==> src/rtl/led_driver_pkg.sv <==
// Shared definitions for the LED pattern driver.
// Holds the display-mode encoding, the bounce direction encoding, the
// mode-advance helper and the pattern-decode function used by the top level.
// Optional build macro consumed elsewhere: LED_DIM_EN (PWM dimming of the
// output pattern, see led_pattern_driver.sv).
package led_driver_pkg;

  localparam int MODE_W = 2;

  localparam logic [MODE_W-1:0] MODE_WALK   = 2'd0;
  localparam logic [MODE_W-1:0] MODE_FILL   = 2'd1;
  localparam logic [MODE_W-1:0] MODE_BOUNCE = 2'd2;

  // Bounce direction: "up" moves towards the highest LED index.
  localparam logic DIR_UP   = 1'b0;
  localparam logic DIR_DOWN = 1'b1;

  // Widest LED vector the decode helper can produce.
  localparam int MAX_LEDS = 32;
  // Width of the position argument of the decode helper.
  localparam int DEC_POS_W = 8;

  // Mode sequence WALK -> FILL -> BOUNCE -> WALK. The unused code 3 is
  // treated as WALK, so it advances to FILL.
  function automatic logic [MODE_W-1:0] next_mode(input logic [MODE_W-1:0] mode);
    logic [MODE_W-1:0] nm;
    case (mode)
      MODE_FILL:   nm = MODE_BOUNCE;
      MODE_BOUNCE: nm = MODE_WALK;
      default:     nm = MODE_FILL;
    endcase
    return nm;
  endfunction

  // Turn (mode, position) into an LED vector of n LEDs, zero-extended to
  // MAX_LEDS. FILL is a thermometer code (pos LEDs lit from bit0), every
  // other mode is a single lit LED at index pos.
  function automatic logic [MAX_LEDS-1:0] decode_pattern(
    input logic [MODE_W-1:0]    mode,
    input logic [DEC_POS_W-1:0] pos,
    input int unsigned          n
  );
    logic [MAX_LEDS-1:0] one_hot;
    logic [MAX_LEDS-1:0] mask;
    logic [MAX_LEDS-1:0] pat;
    one_hot = {{(MAX_LEDS-1){1'b0}}, 1'b1} << pos;
    if (n >= MAX_LEDS) begin
      mask = {MAX_LEDS{1'b1}};
    end else begin
      mask = ({{(MAX_LEDS-1){1'b0}}, 1'b1} << n) - {{(MAX_LEDS-1){1'b0}}, 1'b1};
    end
    case (mode)
      MODE_FILL: pat = one_hot - {{(MAX_LEDS-1){1'b0}}, 1'b1};
      default:   pat = one_hot;
    endcase
    return pat & mask;
  endfunction

endpackage

==> src/rtl/led_tick_gen.sv <==
// Cyclic auto-step timebase.
// While en is high the counter runs 0..CYCLE_TICKS-1 and wraps; tick is high
// during the terminal-count cycle. clr (or en low) forces the count back to 0,
// and a cleared cycle never produces a tick.
module led_tick_gen #(
  parameter int CYCLE_TICKS = 50
) (
  input  logic clk,
  input  logic async_nreset,
  input  logic en,
  input  logic clr,
  output logic tick
);

  localparam int CNT_W = (CYCLE_TICKS > 1) ? $clog2(CYCLE_TICKS) : 1;
  localparam logic [CNT_W-1:0] TERM = CNT_W'(CYCLE_TICKS - 1);
  localparam logic [CNT_W-1:0] ZERO = {CNT_W{1'b0}};

  logic [CNT_W-1:0] cnt_q;
  logic [CNT_W-1:0] cnt_d;
  logic             at_term_s;

  assign at_term_s = (cnt_q == TERM);
  assign tick      = en & ~clr & at_term_s;

  // Next count: clear, wrap at terminal count, or increment.
  always_comb begin
    cnt_d = cnt_q;
    if (clr || !en) begin
      cnt_d = ZERO;
    end else if (at_term_s) begin
      cnt_d = ZERO;
    end else begin
      cnt_d = cnt_q + {{(CNT_W-1){1'b0}}, 1'b1};
    end
  end

  // Counter register.
  always_ff @(posedge clk or negedge async_nreset) begin
    if (!async_nreset) begin
      cnt_q <= ZERO;
    end else begin
      cnt_q <= cnt_d;
    end
  end

endmodule

==> src/rtl/led_pattern_driver.sv <==
// LED pattern driver: N_LEDS registered outputs showing a WALK, FILL or
// BOUNCE pattern, stepped by button pulses or by a timed cyclic auto-step.
// Event priority in one cycle: mode change > cyclic toggle > manual step >
// auto-step; at most one state update per cycle.
// Build option: define LED_DIM_EN to gate the output with a free-running
// 3-bit slot counter (DIM_DUTY on-slots out of 8). Without it the output is
// the pattern register itself and no slot counter exists.
module led_pattern_driver
  import led_driver_pkg::*;
#(
  parameter int N_LEDS      = 5,
  parameter int CYCLE_TICKS = 50,
  parameter int DIM_DUTY    = 4
) (
  input  logic              clk,
  input  logic              async_nreset,
  input  logic              next_led_re,
  input  logic              prev_led_re,
  input  logic              change_mode_re,
  input  logic              btn_cyclic_re,
  output logic [N_LEDS-1:0] led,
  output logic [1:0]        mode,
  output logic              cyclic_active
);

  localparam int POS_W = $clog2(N_LEDS + 1);
  localparam logic [POS_W-1:0] POS_ZERO  = {POS_W{1'b0}};
  localparam logic [POS_W-1:0] POS_ONE   = POS_W'(1);
  localparam logic [POS_W-1:0] POS_LAST  = POS_W'(N_LEDS - 1);
  localparam logic [POS_W-1:0] POS_FULL  = POS_W'(N_LEDS);
  localparam logic [N_LEDS-1:0] LED_RST  = N_LEDS'(1);

  // One forward step; returns {dir, pos}.
  function automatic logic [POS_W:0] step_fwd(
    input logic [MODE_W-1:0] m,
    input logic [POS_W-1:0]  p,
    input logic              d
  );
    logic [POS_W-1:0] np;
    logic             nd;
    np = p;
    nd = d;
    case (m)
      MODE_FILL: begin
        np = (p == POS_FULL) ? POS_ZERO : p + POS_ONE;
      end
      MODE_BOUNCE: begin
        if (d == DIR_UP) begin
          if (p == POS_LAST) begin
            nd = DIR_DOWN;
            np = p - POS_ONE;
          end else begin
            np = p + POS_ONE;
          end
        end else begin
          if (p == POS_ZERO) begin
            nd = DIR_UP;
            np = p + POS_ONE;
          end else begin
            np = p - POS_ONE;
          end
        end
      end
      default: begin
        np = (p == POS_LAST) ? POS_ZERO : p + POS_ONE;
      end
    endcase
    return {nd, np};
  endfunction

  // One backward step; returns {dir, pos}. Bounce keeps its direction and
  // saturates at both ends instead of reflecting.
  function automatic logic [POS_W:0] step_bwd(
    input logic [MODE_W-1:0] m,
    input logic [POS_W-1:0]  p,
    input logic              d
  );
    logic [POS_W-1:0] np;
    np = p;
    case (m)
      MODE_FILL: begin
        np = (p == POS_ZERO) ? POS_FULL : p - POS_ONE;
      end
      MODE_BOUNCE: begin
        if (d == DIR_UP) begin
          np = (p == POS_ZERO) ? POS_ZERO : p - POS_ONE;
        end else begin
          np = (p == POS_LAST) ? POS_LAST : p + POS_ONE;
        end
      end
      default: begin
        np = (p == POS_ZERO) ? POS_LAST : p - POS_ONE;
      end
    endcase
    return {d, np};
  endfunction

  logic [POS_W-1:0]  pos_q;
  logic [POS_W-1:0]  pos_d;
  logic              dir_q;
  logic              dir_d;
  logic [MODE_W-1:0] mode_q;
  logic [MODE_W-1:0] mode_d;
  logic              cyc_q;
  logic              cyc_d;
  logic [N_LEDS-1:0] led_q;
  logic [N_LEDS-1:0] led_d;

  logic              manual_fwd_s;
  logic              manual_bwd_s;
  logic              tick_clr_s;
  logic              tick_s;
  logic [POS_W:0]    fwd_s;
  logic [POS_W:0]    bwd_s;
  logic [MAX_LEDS-1:0] pattern_full_s;
  logic [N_LEDS-1:0] pattern_s;

  // Simultaneous next and prev cancel each other out.
  assign manual_fwd_s = next_led_re & ~prev_led_re;
  assign manual_bwd_s = prev_led_re & ~next_led_re;

  // Any higher-priority event restarts the auto-step interval.
  assign tick_clr_s = change_mode_re | btn_cyclic_re | manual_fwd_s | manual_bwd_s;

  led_tick_gen #(
    .CYCLE_TICKS (CYCLE_TICKS)
  ) u_tick_gen (
    .clk          (clk),
    .async_nreset (async_nreset),
    .en           (cyc_q),
    .clr          (tick_clr_s),
    .tick         (tick_s)
  );

  assign fwd_s = step_fwd(mode_q, pos_q, dir_q);
  assign bwd_s = step_bwd(mode_q, pos_q, dir_q);

  // Prioritised next-state selection for position, direction, mode and cyclic flag.
  always_comb begin
    pos_d  = pos_q;
    dir_d  = dir_q;
    mode_d = mode_q;
    cyc_d  = cyc_q;
    if (change_mode_re) begin
      mode_d = next_mode(mode_q);
      pos_d  = POS_ZERO;
      dir_d  = DIR_UP;
    end else if (btn_cyclic_re) begin
      cyc_d = ~cyc_q;
    end else if (manual_fwd_s) begin
      {dir_d, pos_d} = fwd_s;
    end else if (manual_bwd_s) begin
      {dir_d, pos_d} = bwd_s;
    end else if (tick_s) begin
      {dir_d, pos_d} = fwd_s;
    end else begin
      pos_d = pos_q;
    end
  end

  // Decode the next pattern so the LED register updates in the same edge as the state.
  always_comb begin
    pattern_full_s = decode_pattern(mode_d,
                                    DEC_POS_W'(pos_d),
                                    N_LEDS);
    pattern_s      = pattern_full_s[N_LEDS-1:0];
  end

`ifdef LED_DIM_EN
  logic [2:0] slot_q;
  logic [2:0] slot_d;
  logic       slot_on_s;

  // Free-running slot counter and the on/off decision for the next slot.
  always_comb begin
    slot_d    = slot_q + 3'd1;
    slot_on_s = ({1'b0, slot_d} < 4'(DIM_DUTY));
    led_d     = pattern_s & {N_LEDS{slot_on_s}};
  end

  // Dimming slot register.
  always_ff @(posedge clk or negedge async_nreset) begin
    if (!async_nreset) begin
      slot_q <= 3'd0;
    end else begin
      slot_q <= slot_d;
    end
  end
`else
  // Output follows the pattern directly.
  always_comb begin
    led_d = pattern_s;
  end
`endif

  // State and output registers.
  always_ff @(posedge clk or negedge async_nreset) begin
    if (!async_nreset) begin
      pos_q  <= POS_ZERO;
      dir_q  <= DIR_UP;
      mode_q <= MODE_WALK;
      cyc_q  <= 1'b0;
      led_q  <= LED_RST;
    end else begin
      pos_q  <= pos_d;
      dir_q  <= dir_d;
      mode_q <= mode_d;
      cyc_q  <= cyc_d;
      led_q  <= led_d;
    end
  end

  assign led           = led_q;
  assign mode          = mode_q;
  assign cyclic_active = cyc_q;

endmodule

==> config.mk <==
export PLATFORM = sky130hd
export DESIGN_NAME = led_pattern_driver
export DESIGN_NICKNAME = d
export VERILOG_FILES = /design/src/rtl/led_driver_pkg.sv /design/src/rtl/led_tick_gen.sv /design/src/rtl/led_pattern_driver.sv
export SDC_FILE = /design/constraint.sdc
export NUM_CORES = 1
export LEC_CHECK = 0
export CORE_ASPECT_RATIO = 0.9
export CORE_MARGIN = 2
export CORE_UTILIZATION = 50
export CTS_BUF_LIST = sky130_fd_sc_hd__clkbuf_4 sky130_fd_sc_hd__clkbuf_8 sky130_fd_sc_hd__clkbuf_16
export CTS_CLUSTER_DIAMETER = 100
export DETAILED_ROUTE_END_ITERATION = 10
export GPL_ROUTABILITY_DRIVEN = 0
export GPL_TIMING_DRIVEN = 0
export PLACE_DENSITY = 0.72
export SETUP_SLACK_MARGIN = 0.1
export SLEW_MARGIN = 20
export SYNTH_ARGS = -nofsm -noshare
export SYNTH_HDL_FRONTEND = slang
export SYNTH_SLANG_ARGS = --single-unit
==> constraint.sdc <==
create_clock -name clk -period 3.6 [get_ports clk]
set_clock_uncertainty 0.15 [all_clocks]
set_input_delay 0.54 -clock clk [delete_from_list [all_inputs] [get_ports clk]]
set_output_delay 0.54 -clock clk [all_outputs]
set_load 0.01 [all_outputs]
* Word level (Yosys, flattened, before mapping)
Cells that the tools add are included.
Widths: inputs -> output; s select.
** Cells by class
- $add $sub $neg :: 4
- $mul :: 0
- Divide/modulo/power cells :: 0
- $lt $le $gt $ge :: 0
- Equality and inequality tests :: 8
- Shift-type cells :: 1
- Multiplexer cells :: 31
- Bitwise logic cells :: 12
- Reductions and logical operators :: 6
** Operator list (count)
- $mux 3 :: 15
- $mux 6 :: 2
- $pmux 3 s2 :: 2
- $mux 1 :: 9
- $add 6x1->6 const B :: 1
- $eq 3x3->1 const B :: 2
- $eq 6x6->1 const B :: 1
- $mux 5 :: 1
- $not 1->1 :: 5
- $shl 1x3->5 const A :: 1
- $sub 5x1->5 const B :: 1
- $and 1x1->1 :: 4
- $eq 2x1->1 const B :: 2
- $pmux 2 s2 :: 1
- $add 3x1->3 const B :: 1
- $logic_not 3->1 :: 1
- $ne 3x3->1 const B :: 1
- $or 1x1->1 :: 3
- $reduce_and 3->1 :: 1
- $reduce_bool 3->1 :: 1
- $sub 3x1->3 const B :: 1
- $eq 2x2->1 const B :: 1
- $mux 2 :: 1
- $ne 2x2->1 const B :: 1
- 3 further kinds :: 3
** Word-level totals
- Bits in registers :: 18
- Bits in latches :: 0
- RAM bits :: 0
- Bits in read-only memories :: 0
- Input port bits :: 6
- Output and inout port bits :: 8
- Memories :: 0

* Longest topological paths before layout
Gate-level depths: netlist (run 1).
- Word-level depth :: 15
- Depth in mapped cells :: 15
- Depth with buffers taken out :: 14

* By module
A second synthesis (run 1) with hierarchy kept.
** Unflattened totals
- Cell total of the unflattened synthesis :: 157
- Area, all modules :: 1480.2 µm²
** Modules (own cells, without submodules)
- led_pattern_driver :: times used 1, cells an instance 129, area an instance 1182.4 µm², sequential area each 301.5 µm²
- led_tick_gen :: times used 1, cells an instance 28, area an instance 297.8 µm², sequential area each 150.1 µm²

* Worst setup path before layout (run 1)
No wires, ideal clock.
- Path type :: reg-to-reg
- Start point :: reg pos_q[0]
- End point :: reg led_q[4], in the netlist led[4]
- Setup time :: 0.130 ns
- Data arrival time :: 2.767 ns
- Setup slack :: 0.553 ns
- Cell stages (with the launch flop) :: 15
- Cells stage by stage :: dfrtp_1 inv_1 ha_1 mux2_2 a22oi_1 o22ai_1 a222oi_1 a211o_2 inv_2 or3_4 ha_1 nand2_1 inv_1 o21ai_0 o32ai_1
** Between the ends
- Cells in the longest elaborated chain, start to end :: 12
- Elaborated cells on any way between the ends :: 25
- Those cells by class :: 3 x add/sub; 2 x eq/ne; 1 x shift; 18 x mux; 1 x reduce/logical
** Ends and longest elaborated chain
- start, declared :: RTL line led_pattern_driver.sv:98 : logic [POS_W-1:0] pos_q;
- start signal, assigned :: RTL line led_pattern_driver.sv:205 : pos_q <= pos_d;
- $add 3x1->3 (tied with other cells)
- $mux 3 (on tied branches) :: RTL line led_pattern_driver.sv:49, led_pattern_driver.sv:56
- $mux 3 :: RTL line led_pattern_driver.sv:48 : if (d == DIR_UP) begin
- $pmux 3 s2 :: RTL line led_pattern_driver.sv:43 : case (m)
- $mux 3 :: RTL line led_pattern_driver.sv:154 : end else if (tick_s) begin
- $mux 3 :: RTL line led_pattern_driver.sv:152 : end else if (manual_bwd_s) begin
- $mux 3 (*) :: RTL line led_pattern_driver.sv:150 : end else if (manual_fwd_s) begin
- $mux 3 (*) :: RTL line led_pattern_driver.sv:148 : end else if (btn_cyclic_re) begin
- $mux 3 (*) :: RTL line led_pattern_driver.sv:144 : if (change_mode_re) begin
- named net pos_d[1] :: RTL line led_pattern_driver.sv:99 : logic [POS_W-1:0] pos_d;
- $shl 1x3->5 (*) :: RTL line led_driver_pkg.sv:46 : one_hot = {{(MAX_LEDS-1){1'b0}}, 1'b1} << pos;
- $sub 5x1->5 :: RTL line led_driver_pkg.sv:53 : MODE_FILL: pat = one_hot - {{(MAX_LEDS-1){1'b0}}, 1'b1};
- $mux 5 (*) :: RTL line led_driver_pkg.sv:52 : case (mode)
- named net led_d[4] :: RTL line led_pattern_driver.sv:107 : logic [N_LEDS-1:0] led_d;
- end signal, assigned :: RTL line led_pattern_driver.sv:209 : led_q <= led_d;
- end, declared :: RTL line led_pattern_driver.sv:106 : logic [N_LEDS-1:0] led_q;
The timed path passes the listed nets; every way through them passes the cells marked *.
A chain may end at the register's enable or synchronous reset.

* Worst setup path after layout (run 1)
Ends and elaborated chain as after synthesis.

==> results of run 1 <==
[cell usage after synthesis, types with 2 or more instances]
cell / n
o21ai_0: 7
a21oi_1: 7
nor3_1: 7
a22o_1: 2
xor2_1: 3
inv_1: 11
nand4_1: 2
dfrtp_1: 17
o21a_1: 3
nand2b_1: 3
a31oi_1: 2
o2bb2ai_1: 2
nor2_1: 13
xnor2_1: 6
nand3_1: 2
buf_2: 2
clkbuf_1: 2
nor2b_1: 11
nand2_1: 9
mux2i_1: 3
ha_1: 9
o31ai_1: 2
[per-stage QoR]
step / cells / power [mW] / setup TNS [ps] / utilization / hold slack (ps)
after global routing: 204 / 1.002 / 0 / 0.6451 / 293.0
after floorplan: 154 / 0.6247 / 0 / - / 94.41
after detailed placement: 194 / 0.7931 / -177.7 / 0.6027 / 337.2
final: 204 / 0.9340 / 0 / 0.6451 / 282.5
after CTS: 198 / 0.9183 / 0 / 0.6171 / 278.9
after global placement: 194 / 0.7739 / -59.64 / 0.6027 / 331.4
[registers in the layout, indices dropped and copies added (netlist names)]
name,cells
led,5
pos_q,3
dir_q,1
cyclic_active,1
u_tick_gen.cnt_q,6
mode,2
[worst reg2reg max path: stages, from the launching register on]
cell and delay (ps):
dfrtp_1 440, inv_1 140, ha_2 220, mux2_2 340, a22oi_1 180, o22ai_1 130, a222oi_1 340, a211o_2 200
inv_2 60, or3_4 380, ha_1 180, nand2_1 120, inv_1 70, o21a_1 170, o32ai_1 110
[how the worst min path moves through the flow]
stage	to	depth (start not counted)	from	slack, ps
after floorplan	cyclic_active	0	async_nreset	90
after global placement	u_tick_gen.cnt_q[0]	1	u_tick_gen.cnt_q[0]	330
after detailed placement	u_tick_gen.cnt_q[0]	1	u_tick_gen.cnt_q[0]	340
after CTS	dir_q	2	change_mode_re	280
after global routing	dir_q	2	change_mode_re	290
final	dir_q	2	change_mode_re	280
[layer usage]
| metal | track usage | vias to the layer above | part of all wire |
|---|---|---|---|
| met2 | 0.3537 | 13 | 0.48 |
| met3 | 0.02445 | 2 | 0.026 |
| met1 | 0.2853 | 572 | 0.49 |
| met5 | 0 | - | 0 |
| met4 | 0.08333 | 0 | 0.0057 |
| li1 | - | 593 | - |
[where the power goes]
group	internal (mW)	switching (mW)	leakage, nW
combinational	0.244	0.292	0.436
sequential	0.250	0.0238	0.238
clock	0.0615	0.0628	0.0210
total	0.556	0.378	0.694
[final cells by class]
class                           count  area (um2)  area share
Multi-Input combinational cell    118       849.6      0.5247
Sequential cell                    18       451.7      0.2790
Timing Repair Buffer               18       167.7      0.1036
Inverter                           12       45.04     0.02782
Clock buffer                        4       36.28     0.02241
Tap cell                           28       35.03     0.02164
Buffer                              6       33.78     0.02087
[cell families (layout without fill, tap and decap cells)]
group	Yosys count	after routing	synth area share
fa+ha+maj	9	9	0.08295
simple gates	56	56	0.2258
compound gates	40	40	0.2129
flops	18	18	0.3327
xor+xnor	9	9	0.05807
mux	4	4	0.03042
buf+inv	18	40	0.05714
[what timing repair did]
item                                    in CTS  in global routing
gates resized for setup                      0                  7
endpoints found under the setup margin       0                  1
endpoints found under the hold margin        0                  0
setup buffers                                0                  6
==> impl_metrics.csv, run 1 <==
group,metric,value,unit
timing,tightest_slew,797.0,ps
yosys,synthDominantAreaCellType,"dfrtp_1",
timing,setup_violations,0,
worst_setup_path,timing.rr.end,"led[4]",
worst_setup_path,crit_family,"compound AO/OA/AOI/OAI gates",
timing,min_period_over_period,0.9290,
clock_network,root_buffer,"clkbuf_4",
power_and_ir_drop,leakagePower,0.6944,nW
grt,antenna_found_initial,0,
yosys,synth_top_area_frac,0.3134,
routing,dr.pass1.iters,7,
worst_setup_path,critical_path_cell_count,14,
worst_setup_path,r2r_setup_slack,260,ps
floorplanning,die_w,58.93,um
yosys,yosys_most_used_dff,"dfrtp_1",
worst_setup_path,cpMostUsedCell,"inv_1",
floorplanning,coreArea,2510,um2
clock_network,clk_latency,290,ps
yosys,syn_inst,154,
power_and_ir_drop,powerDensity,576.9,nW/um2
clock_network,htreeDepth,1,
floorplanning,io_pins,14,
clock_network,numCtsBuffers,3,
clock_network,clock-sinks,18,
cells_and_area,area_delta_synth_final,19.26,%
clock_network,cts_hold_buf,0,
cells_and_area,layout_commonest_cell,"dfrtp_1",
yosys,synthesis.area,1358,um2
floorplanning,start_util,0.5409,
worst_setup_path,cp.required,3630,ps
worst_hold_path,min_path_type,"in2reg",
routing,drt-initial-drc-count,63,
timing,period_needed,3344,ps
timing,rsz0062_at_grt,"no",
yosys,ys_seq_area_frac,0.3327,
cells_and_area,antennaDiodeCount,0,
worst_setup_path,reg2reg_from,"pos_q[0]",
timing,worst_slack,255.5,ps
yosys,yosysWarnings,0,
worst_setup_path,cp_slowest_cell,"dfrtp_1",
yosys,ys_ff_latch,18,
yosys,synth_nets,169,
routing,num_vias,1180,
worst_setup_path,start_kind,"register",
floorplanning,fp.dieArea,3149,um2
worst_setup_path,critPathMaxFanout,5,
power_and_ir_drop,vdd_drop_max,0.0005046,V
place,hpwlAfterDp,2256,um
worst_setup_path,worst-path-buf-inv,3,
routing,route.final.wire_length,2991,um
run_status,violations,"DRC",
worst_setup_path,cp.arrival,3380,ps
clock_network,clockBufferDepth,2,
cells_and_area,final_cell_area,1619,um2
place,post_dp_cell_area,1513,um2
place,detailedPlace.worstSlack,-156.4,ps
worst_setup_path,end_kind,"register",
floorplanning,core.rowCount,17,
worst_setup_path,crit_end,"led[4]",
worst_setup_path,reg2reg_depth,14,
yosys,synth_edf_count,0,
yosys,avgSynthCellArea,8.815,um2
place,io_buffers,12,
cells_and_area,layout_common_cells,"dfrtp_1 (17), nor2_1 (13), inv_1 (11), clkdlybuf4s50_1 (11), nor2b_1 (10)",
cells_and_area,nFillCells,207,
worst_setup_path,slowest_delay,440,ps
timing,max_freq,299.0,MHz
routing,wl_per_cell,14.66,um
grt,grtUsageTotal,0.2140,
grt,grt_max_degree,19,
worst_setup_path,crit_start,"pos_q[0]",
timing,maxSlewViolCount,0,
grt,grt-ovfl-total,0,
cells_and_area,num-nets-final,192,
routing,via_per_inst,5.784,
floorplanning,dieHeight,53.44,um
worst_setup_path,crit_chain,"inv_1, ha_2, mux2_2, a22oi_1, o22ai_1, a222oi_1, a211o_2, inv_2, or3_4, ha_1, nand2_1, inv_1, o21a_1, o32ai_1",
timing,hold_viol_final,0,
timing,slew-limit-headroom,0.4670,
clock_network,cts_tree,"yes",
cells_and_area,drive_above_1_share,0.1591,
worst_setup_path,criticalPathCategory,"reg2reg",
grt,grt_pass1_wl,5099,um
yosys,synthTopCellsByArea,"dfrtp_1 (31%), ha_1 (8.3%), nor2b_1 (5.1%)",
yosys,synth_cell_type_count,51,
grt,first_global_vias,1158,
yosys,ys_async_sr_fraction,1.000,
routing,route.detailed.drc,1,
clock_network,path_clk_slew,110,ps
flow_run,cap_viol_max_count,0,
run_status,status,"complete, but fails checks",
routing,ant_nets,0,
Note: power is estimated with default switching activity, not from simulation.
==> run 2: changes to the inputs <==
--- a/config.mk
+++ b/config.mk
@@ -5,7 +5,6 @@
 export SDC_FILE = /design/constraint.sdc
 export NUM_CORES = 1
 export LEC_CHECK = 0
-export CORE_ASPECT_RATIO = 0.9
 export CORE_MARGIN = 2
 export CORE_UTILIZATION = 50
 export CTS_BUF_LIST = sky130_fd_sc_hd__clkbuf_4 sky130_fd_sc_hd__clkbuf_8 sky130_fd_sc_hd__clkbuf_16
@@ -15,7 +14,7 @@
 export GPL_TIMING_DRIVEN = 0
 export PLACE_DENSITY = 0.72
 export SETUP_SLACK_MARGIN = 0.1
-export SLEW_MARGIN = 20
+export SLEW_MARGIN = 40
 export SYNTH_ARGS = -nofsm -noshare
 export SYNTH_HDL_FRONTEND = slang
 export SYNTH_SLANG_ARGS = --single-unit
==> run 2 against run 1 <==
The run now ends clean. Via count rose by 0.34%. Flip-flop and latch count did not move. Core utilization fell by 1.7 points. Highest routed layer unchanged. Cell count fell by 0.98%. Cell area fell by 2.2%. Global-route usage fell by 2.4 points. Routed wire length fell by 3.8%. Power fell by 2.8%.
==> impl_metrics.csv, run 2 (same netlist as run 1, synthesis figures left out) <==
group,metric,value,unit
floorplanning,dieHeight,56.11,um
worst_setup_path,end_kind,"register",
timing,maxSlewViolCount,0,
clock_network,cts_tree,"yes",
clock_network,clk_latency,280,ps
timing,period_needed,3311,ps
timing,setup_violations,0,
clock_network,clockBufferDepth,2,
grt,antenna_found_initial,0,
worst_setup_path,slowest_delay,580,ps
clock_network,cts_hold_buf,0,
timing,min_period_over_period,0.9197,
cells_and_area,num-nets-final,188,
routing,dr.pass1.iters,4,
power_and_ir_drop,leakagePower,0.6735,nW
grt,grt_use_met1,0.2456,
routing,route.final.wire_length,2878,um
grt,grtUsageMet3,0.01860,
clock_network,root_buffer,"clkbuf_4",
cells_and_area,regArea,451.7,um2
place,hpwlAfterDp,2216,um
cells_and_area,area_delta_synth_final,16.68,%
power_and_ir_drop,powerDensity,573.2,nW/um2
grt,grt-ovfl-total,0,
run_status,status,"complete, no violations",
floorplanning,io_pins,14,
grt,grt_max_degree,19,
cells_and_area,layout_common_cells,"dfrtp_1 (17), nor2_1 (12), inv_1 (10), nor2b_1 (10), clkdlybuf4s50_1 (10)",
timing,tightest_slew,467.2,ps
cells_and_area,drive_above_1_share,0.1628,
cells_and_area,top_register,"u_tick_gen.cnt_q",
place,detailedPlace.worstSlack,-119.5,ps
routing,ant_nets,0,
timing,worst_slack,288.9,ps
routing,drt-initial-drc-count,33,
worst_setup_path,crit_chain,"clkdlybuf4s50_1, xor2_2, nor4_4, or2_1, a222oi_1, a211o_2, inv_2, or3_4, ha_1, nand2_1, inv_1, o21ai_0, o32ai_1",
cells_and_area,antennaDiodeCount,0,
cells_and_area,layout_commonest_cell,"dfrtp_1",
grt,grtUsageMet2,0.3210,
grt,first_global_vias,1116,
cells_and_area,largest_reg_flops,6,
worst_setup_path,cp.required,3600,ps
worst_setup_path,r2r_setup_slack,300,ps
cells_and_area,multi_input_comb_area,852.1,um2
grt,grt_pass1_wl,4885,um
worst_setup_path,crit_family,"simple AND/OR/NAND/NOR gates",
clock_network,htreeDepth,1,
routing,via_per_inst,5.861,
floorplanning,die_w,56.11,um
routing,wl_per_cell,14.25,um
grt,grtUsageTotal,0.1895,
routing,num_vias,1184,
timing,rsz0062_at_grt,"no",
worst_setup_path,critPathMaxFanout,5,
worst_hold_path,min_path_type,"in2async",
routing,route.detailed.drc,0,
timing,slew-limit-headroom,0.6844,
clock_network,clock-sinks,18,
worst_setup_path,start_kind,"input port",
worst_setup_path,cp_slowest_cell,"clkdlybuf4s50_1",
worst_setup_path,criticalPathCategory,"in2reg",
clock_network,path_clk_slew,100,ps
floorplanning,start_util,0.5382,
flow_run,cap_viol_max_count,0,
place,io_buffers,12,
timing,hold_viol_final,0,
timing,max_freq,302.0,MHz
grt,grt.busiest_layer,"met2",
power_and_ir_drop,vdd_drop_max,0.0004342,V
floorplanning,fp.dieArea,3148,um2
floorplanning,coreArea,2522,um2
worst_setup_path,worst-path-buf-inv,3,
cells_and_area,nFillCells,217,
floorplanning,core.rowCount,18,
power_and_ir_drop,power,0.9080,mW
worst_setup_path,cp.arrival,3320,ps
clock_network,numCtsBuffers,3,
==> run 2: path summary, 6_finish.rpt <==
check | endpoint | cells past startpoint | from
max | led[4] | 13 | prev_led_re
min | u_tick_gen.cnt_q[0] | 1 | async_nreset
max reg2reg | led[4] | 14 | pos_q[0]
min reg2reg | cyclic_active | 1 | cyclic_active
max in group asynchronous | led[0] | 1 | async_nreset
min in group clk | dir_q | 2 | change_mode_re
==> run 2: power by group <==
group	internal (mW)	switching (mW)
combinational	0.242	0.286
sequential	0.250	0.0252
clock	0.0504	0.0545
total	0.542	0.366
==> run 2: repair_timing <==
| item | 4_1_cts | 5_1_grt |
|---|---|---|
| endpoints found under the setup margin | 0 | 1 |
| endpoints found under the hold margin | 0 | 0 |
| resized for setup | 0 | 11 |
| buffers inserted | 0 | 2 |
==> run 2: metrics by stage <==
step / hold slack [ps] / instances / util / setup TNS [ps] / cell area, um2
global route: 34.79 / 202 / 0.6280 / 0 / 1584
finish: 13.86 / 202 / 0.6280 / 0 / 1584
detailed placement: 338.9 / 196 / 0.6007 / -119.5 / 1515
floorplan: 94.41 / 154 / - / 0 / 1358
CTS: 299.5 / 200 / 0.6126 / 0 / 1545
global placement: 325.7 / 196 / 0.6007 / -53.92 / 1515
==> run 2: metal layers <==
layer,wire (um),share of wire
met1,1288,0.45
met2,1514,0.53
met3,58,0.020
met4,15,0.0052
met5,0,0
==> run 2: cell type report <==
type / instances / share of cell area
Multi-Input combinational cell: 118 / 0.5379
Sequential cell: 18 / 0.2851
Timing Repair Buffer: 14 / 0.08373
Inverter: 12 / 0.02844
Tap cell: 30 / 0.02370
Buffer: 6 / 0.02212
Clock buffer: 4 / 0.01896
==> run 3: changes to the inputs <==
--- a/config.mk
+++ b/config.mk
@@ -5,6 +5,8 @@
 export SDC_FILE = /design/constraint.sdc
 export NUM_CORES = 1
 export LEC_CHECK = 0
+export CAP_MARGIN = 5
+export CORE_ASPECT_RATIO = 0.6
 export CORE_MARGIN = 2
 export CORE_UTILIZATION = 50
 export CTS_BUF_LIST = sky130_fd_sc_hd__clkbuf_4 sky130_fd_sc_hd__clkbuf_8 sky130_fd_sc_hd__clkbuf_16
@@ -14,6 +16,7 @@
 export GPL_TIMING_DRIVEN = 0
 export PLACE_DENSITY = 0.72
 export SETUP_SLACK_MARGIN = 0.1
+export SKIP_CTS_REPAIR_TIMING = 1
 export SLEW_MARGIN = 40
 export SYNTH_ARGS = -nofsm -noshare
 export SYNTH_HDL_FRONTEND = slang
==> run 3 against run 2 <==
Routed wire length increased by 5.2%. Sequential power about the same. Maximum frequency is 1.5% lower. Global-route usage up 0.74 points. Clock power is 46% higher. First-iteration DRC count increased by 100%. Setup slack worse by 49 ps. Flip-flop and latch count is the same. Combinational power is 0.8% higher. Count of clock-buffer cells in the layout is the same. Largest cell class unchanged. Die area up 0.44%. Worst hold slack better by 44 ps.
==> impl_metrics.csv, run 3 (same netlist as run 1, synthesis figures left out) <==
group,metric,value,unit
run_status,status,"complete, no violations",
worst_setup_path,end_kind,"register",
grt,antenna_found_initial,0,
cells_and_area,num-nets-final,188,
floorplanning,io_pins,14,
floorplanning,coreArea,2540,um2
clock_network,clk_latency,250,ps
grt,grt_max_degree,19,
power_and_ir_drop,power_frac_clock,0.159,
cells_and_area,antennaDiodeCount,0,
worst_setup_path,r2r_setup_slack,280,ps
grt,grt_pass1_wl,4816,um
place,placedCellCount,198,
clock_network,clockBufferDepth,2,
routing,route.detailed.drc,0,
routing,dr.pass1.iters,4,
power_and_ir_drop,powerDensity,600.9,nW/um2
cells_and_area,largest_reg_flops,6,
worst_setup_path,reg2reg_depth,14,
floorplanning,core.rowCount,14,
place,post_dp_cell_area,1518,um2
grt,grt-ovfl-total,0,
grt,first_global_vias,1079,
cells_and_area,top_register,"u_tick_gen.cnt_q",
clock_network,path_clk_slew,70,ps
timing,maxSlewViolCount,0,
cells_and_area,nFillCells,209,
routing,via_per_inst,5.892,
routing,num_vias,1202,
clock_network,cts_tree,"yes",
power_and_ir_drop,power,0.9617,mW
floorplanning,fp.dieArea,3162,um2
worst_setup_path,timing.rr.end,"led[4]",
grt,grtUsageTotal,0.1969,
clock_network,htreeDepth,1,
power_and_ir_drop,power_switching,0.3857,mW
power_and_ir_drop,p_int,0.5760,mW
timing,tightest_slew,442.6,ps
routing,route.final.wire_length,3027,um
cells_and_area,area_delta_synth_final,17.88,%
floorplanning,dieHeight,44.36,um
place,io_buffers,12,
power_and_ir_drop,seq_power_share,0.288,
cells_and_area,final_cell_area,1600,um2
power_and_ir_drop,p_comb_frac,0.553,
timing,period_needed,3360,ps
floorplanning,die_w,71.27,um
cells_and_area,layout_commonest_cell,"dfrtp_1",
cells_and_area,layout_common_cells,"dfrtp_1 (17), nor2_1 (12), inv_1 (11), nor2b_1 (11), clkdlybuf4s50_1 (10)",
worst_setup_path,criticalPathCategory,"in2reg",
clock_network,numCtsBuffers,3,
worst_setup_path,cp.arrival,3340,ps
worst_hold_path,min_path_type,"in2async",
routing,drt-initial-drc-count,66,
clock_network,root_buffer,"clkbuf_8",
power_and_ir_drop,swShare,0.4010,
timing,hold_viol_final,0,
timing,holdWs,58.30,ps
worst_setup_path,cp.required,3580,ps
place,hpwlAfterDp,2309,um
worst_setup_path,start_kind,"input port",
cells_and_area,stdcell_count,204,
cells_and_area,drive_above_1_share,0.1453,
routing,wl_per_cell,14.84,um
power_and_ir_drop,vdd_drop_max,0.0003497,V
flow_run,cap_viol_max_count,0,
place,detailedPlace.worstSlack,-154.6,ps
timing,min_period_over_period,0.9334,
worst_setup_path,reg2reg_from,"pos_q[0]",
clock_network,clock-sinks,18,
timing,setup_violations,0,
power_and_ir_drop,leakagePower,0.6822,nW
floorplanning,start_util,0.5345,
routing,ant_nets,0,
timing,worst_slack,239.9,ps
timing,slew-limit-headroom,0.7029,
timing,rsz0062_at_grt,"no",
timing,max_freq,297.6,MHz
worst_setup_path,critPathMaxFanout,5,
==> run 3: area by class of cell <==
type / instances / area [um2] / share of cell area
Timing Repair Buffer: 14 / 132.6 / 0.08288
Tap cell: 32 / 40.04 / 0.02502
Buffer: 6 / 35.03 / 0.02189
Inverter: 12 / 45.04 / 0.02815
Clock buffer: 4 / 48.80 / 0.03049
Multi-Input combinational cell: 118 / 847.1 / 0.5293
Sequential cell: 18 / 451.7 / 0.2823
==> run 3: layer usage <==
metal	GRT usage	wire length, um	vias to the layer above
li1	-	-	584
met1	0.2795	1534	581
met2	0.3074	1263	35
met3	0.05467	221	2
met4	0.03774	7	0
met5	0	0	-
==> run 3: critical path, stage by stage <==
cell	delay (ps)
clkdlybuf4s50_1	580
xor2_2	290
nor4_4	90
or2_1	260
a222oi_1	350
a211o_2	170
inv_2	50
or3_4	370
ha_1	190
nand2_1	120
inv_1	70
o21ai_0	150
o32ai_1	110
==> run 3: worst max-delay path by stage <==
stage                     depth (start not counted)  slack (ps)           from      to
after floorplan                                  14         550       pos_q[0]  led[4]
after global placement                           12         -90  btn_cyclic_re  led[4]
after detailed placement                         12        -150  btn_cyclic_re  led[4]
after CTS                                        12         100  btn_cyclic_re  led[4]
after global routing                             13          80    prev_led_re  led[4]
final                                            13         240    prev_led_re  led[4]
==> run 3: stage by stage <==
stage | TNS (ps) | util
3_5_place_dp | -189.8 | 0.5975
5_1_grt | 0 | 0.6300
4_1_cts | 0 | 0.6167
3_3_place_gp | -86.10 | 0.5975
2_1_floorplan | 0 | -
6_report | 0 | 0.6300
==> run 3: power by group through the flow <==
stage | logic (mW) | clock network [mW] | registers [mW]
after global routing | 0.584 | 0.163 | 0.283
final | 0.532 | 0.153 | 0.277
after floorplan | 0.329 | 0 | 0.295
after detailed placement | 0.511 | 0 | 0.280
after CTS | 0.514 | 0.153 | 0.277
after global placement | 0.499 | 0 | 0.278
==> edit, RTL diff (flow settings as in run 3) <==
`CYCLE_TICKS` is set to 50 in 2 places; all go to 100.
--- a/src/rtl/led_tick_gen.sv
+++ b/src/rtl/led_tick_gen.sv
@@ -4,5 +4,5 @@
 // and a cleared cycle never produces a tick.
 module led_tick_gen #(
-  parameter int CYCLE_TICKS = 50
+  parameter int CYCLE_TICKS = 100
 ) (
   input  logic clk,
--- a/src/rtl/led_pattern_driver.sv
+++ b/src/rtl/led_pattern_driver.sv
@@ -10,5 +10,5 @@
 #(
   parameter int N_LEDS      = 5,
-  parameter int CYCLE_TICKS = 50,
+  parameter int CYCLE_TICKS = 100,
   parameter int DIM_DUTY    = 4
 ) (
Formal check against the unedited RTL: same outputs for any inputs over 10 cycles, from zero or initial values and one cycle with async_nreset low; that may be too few to reach the edited logic, so the function may still have changed.
==> edit against run 3 <==
Routed wire length rose by 13%; die area rose by 5.6%; sequential cell count rose by 1; count of clock-buffer cells in the layout did not move; final cell count rose by 5.9%; sequential power rose by 7.9%; area after synthesis rose by 6.1%; setup slack got worse by 0.041 ns; total power rose by 21%; design area rose by 12%; critical endpoint unchanged; largest power group unchanged; highest routed layer unchanged.
==> edit: results (changes against run 3) <==
status completed; Critical R2R Launch mode[0]; Mapped Cells 158 (+2.6%); global-route wire length before repair 5090 um (+5.7%); Hold Crit Class input pin to async pin; Clock Pin Slew Worst Setup and Hold Paths 0.07 ns (about the same); number of buffers added on ports 12 (unchanged); initial drt markers 97 (+47%); layout cell share with drive strength beyond 1 25.3% (+11 points); reg2reg setup slack 0.20 ns (-0.08 ns); dpl ws -0.440 ns (-0.286 ns); Final Net Count 197 (+4.8%); Most flops, register u_tick_gen.cnt_q; Tcrit/Tclk final 94.5% (+1.2 points); Max IR drop VDD 0.360 mV (+3.0%); Async SR Flop Fraction 100% (unchanged); drt total wl 3430 um (+13%); pin count of the biggest net entering global routing 20 (+1); register area share after synthesis 33.1% (-0.17 points); Detailed Routing Iterations Pass 1 4 (unchanged); syn_nets 172 (+1.8%); worst skew pair latency 0.26 ns; CTS Buf Count 3 (unchanged); DPL Wire Length 2360 um (+2.3%); total inserted antenna cells 0 (unchanged); detailed-route vias per instance 5.95 (+0.97%); hold slack 0.0617 ns (+0.00345 ns); Largest register FFs 7 (+1); clock root buffer clkbuf_8; all-layer global routing usage 20.4% (+0.69 points); Yosys cell types 54 (+5.9%); Register-to-Register Path Depth 16 (+2); largest delay contributor family on the critical path compound AO/OA/AOI/OAI gates; Synth area leaders dfrtp_1, ha_1, xnor2_1; vias in the first global route 1078 (-0.093%); P_leak 0.800 nW (+17%); H-Tree Depth 1 (unchanged); Max clock buf depth 2 (unchanged); Pins Over Slew Limit 0 (unchanged); most frequent cells after synthesis dfrtp_1, nor2_1, nand2_1, inv_1; Layout fillers 222 (+6.2%); via count 1285 (+6.9%); placed cell areas 1600 sq um (+5.6%); crit-path max FO 10 (+5); FF-to-FF End led[4]; synth warn 0 (unchanged); CP peak stage delay 0.40 ns (-0.18 ns); relative slew slack 61.1% (-9.2 points); Worst EP arrival 3.45 ns (+0.11 ns); Worst path slowest cell dfrtp_1; Fin. Hold Viols 0 (unchanged)
edit: changes by cell type after synthesis, moves of 3 or more:
| cell | run 3 | this run |
|---|---|---|
| nand3_1 | 2 | 6 |
| nor2_1 | 13 | 17 |
| nor3_1 | 7 | 3 |
| o21ai_0 | 7 | 1 |
| nand3b_1 | 0 | 3 |
| o311ai_0 | 0 | 4 |
| a21oi_1 | 7 | 4 |
| nor2b_1 | 11 | 5 |
edit: cells by family after synthesis:
family | count (synthesis) | share of synthesized area (%)
adder cells (fa/ha/maj) | 8 | 6.95
XOR/XNOR | 12 | 7.30
AO/OA/AOI/OAI | 34 | 19.5
buffers and inverters | 17 | 5.56
AND/OR/NAND/NOR | 64 | 24.6
multiplexers | 4 | 2.95
flip-flops | 19 | 33.1
edit: routing by layer:
metal,global-route usage (%),vias to the layer above,share of wire (%)
met1,30.0,619,45
met2,31.2,46,46
met4,2.22,0,0.85
li1,-,616,-
met5,0,-,0
met3,5.31,4,7.4
edit: area by class of cell:
| cell class | count | area (sq um) | area share (%) |
|---|---|---|---|
| multi-input combinational | 122 | 952 | 53.0 |
| sequential | 19 | 478 | 26.6 |
| timing repair buffer | 21 | 190 | 10.6 |
| clock buffer | 4 | 48.8 | 2.72 |
| buffer | 7 | 47.5 | 2.65 |
| tap | 34 | 42.5 | 2.37 |
| inverter | 9 | 36.3 | 2.02 |
edit: power by group:
group	internal (mW)	total [mW]	switching (mW)	leakage, nW
Clock	0.0863	0.157	0.0710	0.0262
Combinational	0.328	0.705	0.377	0.523
Sequential	0.263	0.299	0.0363	0.251
Total	0.677	1.16	0.484	0.800
edit: worst register-to-register path, cell delays in order (launching register included):
cell	delay, ns
dfrtp_1	0.40
inv_1	0.06
ha_1	0.28
buf_2	0.22
nand2b_1	0.20
a2111o_1	0.12
o311ai_0	0.16
a22oi_2	0.27
o22ai_4	0.14
a211oi_2	0.26
inv_1	0.08
ha_1	0.19
nand2_2	0.10
nand2_1	0.06
or4_1	0.39
o21ai_1	0.10
a22o_1	0.16
edit: how the worst max path moves through the flow:
stage / depth (start not counted) / startpoint / endpoint
floorplan: 16 / pos_q[0] / led[4]
global placement: 15 / next_led_re / led[4]
detailed placement: 15 / next_led_re / led[4]
CTS: 15 / next_led_re / led[4]
global route: 16 / pos_q[1] / led[4]
finish: 16 / mode[0] / led[4]
